**config.mk**
```make
export PLATFORM = sky130hd
export DESIGN_NAME = mem_responder
export DESIGN_NICKNAME = d
export VERILOG_FILES = /design/src/rtl/mem_responder.sv
export SDC_FILE = /design/constraint.sdc
export NUM_CORES = 2
export LEC_CHECK = 0
export ABC_CLOCK_PERIOD_IN_PS = 4200
export BUFFER_PORTS_ARGS = -buffer_cell sky130_fd_sc_hd__buf_2
export CAP_MARGIN = 20
export CORE_UTILIZATION = 42
export DETAILED_ROUTE_END_ITERATION = 16
export PLACE_DENSITY_LB_ADDON = 0.08
export SETUP_SLACK_MARGIN = 0.3
export SYNTH_ARGS = -nofsm -noshare
export SYNTH_HDL_FRONTEND = slang
export SYNTH_SLANG_ARGS = --single-unit
```
**constraint.sdc**
```tcl
create_clock -name clk -period 4.2 [get_ports clk]
set_input_delay 0.63 -clock clk [delete_from_list [all_inputs] [get_ports clk]]
set_output_delay 0.63 -clock clk [all_outputs]
set_load 0.05 [all_outputs]
```
**src/rtl/mem_responder.sv**
```systemverilog
// Memory-side responder: byte-wide RAM window at BASE with programmable read and
// write wait states, a registered read-data output enable, a ready handshake and a
// bus-error pulse for out-of-window or conflicting accesses.
module mem_responder #(
    parameter logic [15:0] BASE       = 16'h0000,
    parameter int unsigned DEPTH_LOG2 = 8,
    parameter int unsigned RD_WAIT    = 1,
    parameter int unsigned WR_WAIT    = 0
) (
    input  logic        clk,
    input  logic        rst_n,
    input  logic [15:0] addr,
    input  logic [7:0]  data_in,
    input  logic        mem_cs,
    input  logic        mem_oe,
    input  logic        mem_we,
    output logic [7:0]  data_out,
    output logic        data_oe,
    output logic        mem_rdy,
    output logic        bus_err
);

    localparam logic [2:0] S_IDLE     = 3'd0;
    localparam logic [2:0] S_RD_WAIT  = 3'd1;
    localparam logic [2:0] S_RD_DRIVE = 3'd2;
    localparam logic [2:0] S_WR_WAIT  = 3'd3;
    localparam logic [2:0] S_WR_DONE  = 3'd4;

    localparam int unsigned DEPTH   = 1 << DEPTH_LOG2;
    localparam logic [16:0] DEPTH_W = 17'(DEPTH);
    localparam logic [3:0]  RD_CNT  = 4'(RD_WAIT);
    localparam logic [3:0]  WR_CNT  = 4'(WR_WAIT);

    logic [2:0]  state_q, state_d;
    logic [3:0]  cnt_q, cnt_d;
    logic [15:0] addr_q, addr_d;
    logic [7:0]  wdata_q, wdata_d;
    // Set while an oe&we conflict has already been reported, so it pulses only once.
    logic        conflict_q, conflict_d;
    logic [7:0]  data_out_d;
    logic        data_oe_d, mem_rdy_d, bus_err_d;

    logic [7:0]  ram [DEPTH];
    logic        ram_we;
    logic [15:0] off;
    logic        in_win;
    logic [7:0]  rd_byte;
    logic        rd_req, wr_req;

    assign off     = addr_q - BASE;
    assign in_win  = {1'b0, off} < DEPTH_W;
    assign rd_byte = in_win ? ram[off[DEPTH_LOG2-1:0]] : 8'hFF;
    assign rd_req  = mem_cs & mem_oe;
    assign wr_req  = mem_cs & mem_we;

    // Next-state and registered-output decode for the access FSM.
    always_comb begin
        state_d    = state_q;
        cnt_d      = cnt_q;
        addr_d     = addr_q;
        wdata_d    = wdata_q;
        conflict_d = 1'b0;
        data_out_d = data_out;
        data_oe_d  = 1'b0;
        mem_rdy_d  = 1'b0;
        bus_err_d  = 1'b0;
        ram_we     = 1'b0;

        case (state_q)
            S_IDLE: begin
                if (mem_cs & mem_oe & mem_we) begin
                    conflict_d = 1'b1;
                    bus_err_d  = ~conflict_q;
                end else if (rd_req) begin
                    addr_d  = addr;
                    cnt_d   = RD_CNT;
                    state_d = S_RD_WAIT;
                end else if (wr_req) begin
                    addr_d  = addr;
                    wdata_d = data_in;
                    cnt_d   = WR_CNT;
                    state_d = S_WR_WAIT;
                end
            end

            S_RD_WAIT: begin
                if (!rd_req) begin
                    state_d = S_IDLE;
                end else if (cnt_q == 4'd0) begin
                    state_d    = S_RD_DRIVE;
                    data_out_d = rd_byte;
                    data_oe_d  = 1'b1;
                    mem_rdy_d  = 1'b1;
                    bus_err_d  = ~in_win;
                end else begin
                    cnt_d = cnt_q - 4'd1;
                end
            end

            S_RD_DRIVE: begin
                if (!rd_req) begin
                    state_d = S_IDLE;
                end else if (addr != addr_q) begin
                    // New address mid-read: withdraw data and rerun the read latency.
                    addr_d  = addr;
                    cnt_d   = RD_CNT;
                    state_d = S_RD_WAIT;
                end else begin
                    data_oe_d = 1'b1;
                    mem_rdy_d = 1'b1;
                end
            end

            S_WR_WAIT: begin
                if (!wr_req) begin
                    state_d = S_IDLE;
                end else if (cnt_q == 4'd0) begin
                    ram_we    = in_win;
                    bus_err_d = ~in_win;
                    mem_rdy_d = 1'b1;
                    state_d   = S_WR_DONE;
                end else begin
                    cnt_d = cnt_q - 4'd1;
                end
            end

            S_WR_DONE: begin
                // Hold here so one long strobe commits exactly once.
                if (!wr_req) begin
                    state_d = S_IDLE;
                end
            end

            default: state_d = S_IDLE;
        endcase
    end

    // FSM state, latched access and registered outputs.
    always_ff @(posedge clk or negedge rst_n) begin
        if (!rst_n) begin
            state_q    <= S_IDLE;
            cnt_q      <= 4'd0;
            addr_q     <= 16'h0000;
            wdata_q    <= 8'h00;
            conflict_q <= 1'b0;
            data_out   <= 8'h00;
            data_oe    <= 1'b0;
            mem_rdy    <= 1'b0;
            bus_err    <= 1'b0;
        end else begin
            state_q    <= state_d;
            cnt_q      <= cnt_d;
            addr_q     <= addr_d;
            wdata_q    <= wdata_d;
            conflict_q <= conflict_d;
            data_out   <= data_out_d;
            data_oe    <= data_oe_d;
            mem_rdy    <= mem_rdy_d;
            bus_err    <= bus_err_d;
        end
    end

    // RAM array; contents survive reset.
    always_ff @(posedge clk) begin
        if (ram_we) begin
            ram[off[DEPTH_LOG2-1:0]] <= wdata_q;
        end
    end

endmodule

```
Yosys cells after proc, flatten, opt, wreduce, memory -nomap -nowiden. Memories as Yosys holds them, arrays and structs flattened. Index checks and enable logic that the tools add are counted.

Register bits: 43. Bits in writable memories: 2048. Input bits: 29. Word-level logic and storage cells: 89. Memories kept: 1.

Memories: ram (words 256, width 8, read ports 1, clocked after Yosys merged registers in 0, wr ports 1, RTL line 43) `logic [7:0] ram [DEPTH];`.

Add/sub/neg operators: 1. Magnitude comparators: 1. Equality and inequality tests: 15. Muxes and demuxes: 46. Bitwise operators: 7. Reductions and logical operators: 9.

Operators by type and width (number): $mux W16 (5); $mux W4 (8); $pmux W16 S2 (1); $mux W3 (10); $lt A16 B9 Y1 const B (1); $mux W1 (16); $ne A16 B16 Y1 (1); $pmux W4 S4 (1); $pmux W3 S5 (1); $ne A2 B2 Y1 const B (6); $ne A3 B3 Y1 const B (4); $mux W8 (1); $reduce_and A7 Y1 (1); $eq A3 B2 Y1 const B (2); $pmux W1 S3 (2); $reduce_and A6 Y1 (1); $reduce_and A5 Y1 (1); $logic_not A4 Y1 (1); $not A1 Y1 (4); $reduce_and A4 Y1 (1); $reduce_bool A4 Y1 (1); $sub A4 B1 Y4 const B (1); $and A1 B1 Y1 (3); $eq A3 B1 Y1 const B (1); 5 further kinds (5).

Logic depth before layout (Yosys ltp).
Depth after elaboration: 6. Depth in mapped cells: 13. Gate-level depth less buffers: 9.

Worst setup path before layout. Ideal clock, no wire load.

Path kind: register to register. Start point: register wdata_q[0]. End point: memory ram[0][0] (data pin). Setup time: 0.803 ns. Data arrival time: 3.181 ns. Required time: 3.397 ns. Setup slack: 0.216 ns. Cell stages (with the launch flop): 1. Buffers on the path: 0. Clock period less this slack: 3.984 ns. Path through: dfrtp_1.

RTL lines: start, declared (RTL line 37) `logic [7:0] wdata_q, wdata_d;`; start signal, assigned (RTL line 154) `wdata_q <= wdata_d;`; end, declared (RTL line 43).

Straight into the memory's write port.

Final worst setup path.
Start point: register cnt_q[0]. End point: memory ram[244][0], enable pin.

Word-level cells in the longest chain between the ends: 6.

RTL lines: start, declared (RTL line 35) `logic [3:0] cnt_q, cnt_d;`; start signal, assigned (RTL line 152) `cnt_q <= cnt_d;`; $logic_not A4 Y1 (RTL line 117) `end else if (cnt_q == 4'd0) begin`; $mux W1 (RTL line 117); $mux W1 (RTL line 115) `if (!wr_req) begin`; $mux W1 (RTL line 69) `case (state_q)`; $mux W1 (RTL line 165) `if (ram_we) begin`; $mux W1 (implied by the code) (RTL line 166) `ram[off[DEPTH_LOG2-1:0]] <= wdata_q;`.

Every way passes these cells.

==> impl_metrics.csv <==
group,metric,value,unit
outcome,status,"completed",
drt,top_layer,"met4",
floorplan,die_area,196000,um2
global_routing,grt_pass1_wl,338,mm
sta,fmax,267,MHz
sta,fin_crit_sh,89.3,%
placed_design,dp_hpwl,156,mm
synth,ys_seq_area_share,76.6,%
final_layout,final_nets,4478,
synth,netlist_area,81700,um2
setup_path,required,4750,ps
floorplan,die_h,443,um
hold_path,min_path_type,"input port to flip-flop",
cts,clk-insertion-delay-late,850,ps
drt,viasPerCell,5.86,
drt,final_antenna_net_count,0,
cts,clk_path_buf_depth,3,
final_layout,area_delta_synth_final,16.7,%
drt,met1_length,103,mm
power,power_density,718,nW/um2
drt,wl_met2,114,mm
cts,root_buffer,"clkbuf_16",
setup_path,criticalPathCategory,"flip-flop to flip-flop",
setup_path,crit_path_start_kind,"flip-flop",
floorplan,core,193000,um2
floorplan,rows,161,
synth,synth_edf_count,2048,
sta,rsz0062_at_grt,"false",
synth,synth_cell_types,72,
sta,slew_viol_final,0,
global_routing,grt_use_total,24.6,%
global_routing,antenna_found_initial,9,
flow_run,drv_cap,0,
synth,synth_compound_area_share,2.90,%
floorplan,ioPinCount,40,
drt,num_vias,41972,
synth,synthXorXnorAreaFrac,0.204,%
synth,async_flop_share,2.06,%
setup_path,worstPathMaxFanout,16,
drt,wl_per_cell,33.6,um
synth,synthAdderAreaFrac,0.0306,%
global_routing,grt_overflow_total,0,
synth,yosysWarnings,0,
placed_design,place_congestion,0.861,
synth,synthSimpleGateAreaFrac,2.81,%
synth,synth-seq-cells,2091,
power,p_leak,30.8,nW
synth,synth_top_family_by_area,"multiplexers",
sta,setup_viol,0,
placed_design,placed_area,88200,um2
placed_design,portBuffers,39,
synth,synth_area_per_cell,21.1,um2
synth,synthMuxAreaShare,15.5,%
sta,tns,0,ps
cts,cts.clk_slew.worst_paths,60,ps
power,irDropWorstVdd,0.000487,V
sta,maxSlewHeadroom,27.7,%
cts,cts_tree,"built",
setup_path,arrival,4300,ps
drt,dr.pass1.iters,5,
cts,cts_inserted_buffers,218,
drt,drt_wl_total,240,mm
global_routing,grt_pass1_vias,42261,
drt,remaining_drc_errors,0,
cts,clkSinkCount,2091,
synth,synth_flop_cell,"edfxtp_1",
sta,layout_min_cycle_time,3750,ps
cts,htreeDepth,4,
drt,dr_wl_met3,16.4,mm
final_layout,fillers,15722,
sta,fin_worst_skew,39.3,ps
global_routing,grt_start_max_net_pins,127,
synth,synth_nets,3901,
synth,netlist_instances,3870,
drt,drt_iter0_markers,4773,
sta,worst_pin_slew,1080,ps
setup_path,worst_setup_path_end_kind,"flip-flop",
floorplan,die_x,443,um
sta,hold_violations,0,
final_layout,drive_gt1_share,31.2,%
final_layout,final_area,95300,um2
floorplan,initial_core_util,42.4,%
[state kept, by name, summed over array words and instances, names as in the netlist]
| name | cells |
|---|---|
| ram | 2048 |
| addr_q | 16 |
| data_out | 8 |
| wdata_q | 8 |
| cnt_q | 4 |
| state_q | 3 |
| bus_err | 1 |
| conflict_q | 1 |
| data_oe | 1 |
| mem_rdy | 1 |
[report_power, final]
part           internal [mW]  switching [mW]
combinational           7.93            14.4
sequential              26.1            1.15
clock                   10.9            8.02
total                   45.0            23.5
[repair_timing]
item / CTS / global route
hold buffers: 18 / 0
setup endpoints to repair: 163 / 15
resized for setup: 1 / 1
buffers inserted: 4 / 0
endpoints found under the hold margin: 60 / 0
[metrics by stage]
stage                     hold WS, ps  utilization (%)  power [mW]  std cells  setup slack [ps]
final                            84.4             49.4        68.5       7159               451
after global routing             43.0             49.4        70.6       7156               303
after CTS                        1.86             49.4        69.1       7155               358
after detailed placement          502             45.7        50.2       6731               192
after global placement            499             45.7        50.1       6730               150
after floorplan                   334                -        39.8       3870              1310
[cell usage after synthesis, drive strengths merged (7+ instances only)]
| master | number | share of area (%) |
|---|---|---|
| edfxtp | 2048 | 75 |
| mux4 | 487 | 13 |
| nor2 | 304 | 1.4 |
| buf | 139 | 1.5 |
| mux2i | 125 | 1.5 |
| nand2 | 117 | 0.54 |
| clkbuf | 90 | 0.42 |
| a22oi | 68 | 0.62 |
| a221oi | 45 | 0.51 |
| a21oi | 44 | 0.27 |
| o21ai | 44 | 0.27 |
| dfrtp | 43 | 1.3 |
| mux2 | 41 | 0.57 |
| nand3 | 26 | 0.17 |
| o22ai | 22 | 0.17 |
| a22o | 18 | 0.19 |
| nor3 | 15 | 0.092 |
| a31oi | 14 | 0.11 |
| nor2b | 12 | 0.092 |
| xor2 | 12 | 0.13 |
| nand2b | 11 | 0.084 |
| nand4 | 11 | 0.084 |
| o211ai | 10 | 0.092 |
| inv | 9 | 0.041 |
| a41oi | 8 | 0.086 |
| and2 | 8 | 0.061 |
| nor4 | 8 | 0.080 |
| a211oi | 7 | 0.064 |
| a32oi | 7 | 0.075 |
| xnor2 | 7 | 0.075 |
[cell families after synthesis]
kind of cell | count (synthesis)
flip-flops | 2091
multiplexers | 653
AND/OR/NAND/NOR | 536
AO/OA/AOI/OAI | 328
buffers and inverters | 241
XOR/XNOR | 19
adder cells (fa/ha/maj) | 2
[path summary, 6_finish.rpt]
path,slack (ps),endpoint,depth (start not counted),startpoint
min in group asynchronous,510,data_oe,3,rst_n
hold / removal,80,addr_q[2],2,addr[2]
hold reg to reg,510,bus_err,2,conflict_q
max in group asynchronous,3080,addr_q[0],3,rst_n
setup reg to reg,450,ram[244][0],10,cnt_q[0]
setup / recovery,450,ram[244][0],10,cnt_q[0]
[placed cells by master, fill, tap and decap left out, types with 45 or more instances in the layout]
master	count
a22oi_1	68
clkinv_1	50
mux4_2	486
mux2i_1	125
buf_12	45
edfxtp_1	2048
nand2_1	105
buf_4	483
clkbuf_16	225
nor2_1	299
clkbuf_1	54
[layer usage]
layer  up-vias  track usage (%)
met5         -                0
met4         0             7.31
met3       322             4.41
met2      1653             38.7
met1     22682             35.1
li1      17315                -
[worst max-delay path, stage by stage (launching register included)]
cell and delay, ps:
dfrtp_1 390, inv_1 100, ha_1 160, or3b_2 490, nor2_1 170, nand4_1 140
nand2b_1 460, nor2_2 510, nand2_1 530, nor2_1 260, buf_4 210
[layout make-up]
cell class | instances | area, um2 | area share, %
Sequential cell | 2091 | 62600 | 65.7
Multi-Input combinational cell | 1538 | 17600 | 18.5
Clock buffer | 281 | 5860 | 6.15
Timing Repair Buffer | 586 | 4910 | 5.15
Tap cell | 2526 | 3160 | 3.32
Clock inverter | 121 | 1070 | 1.12
Inverter | 12 | 50.0 | 0.0525
Antenna cell | 4 | 10.0 | 0.0105
Note: power is estimated with default switching activity, not from simulation.
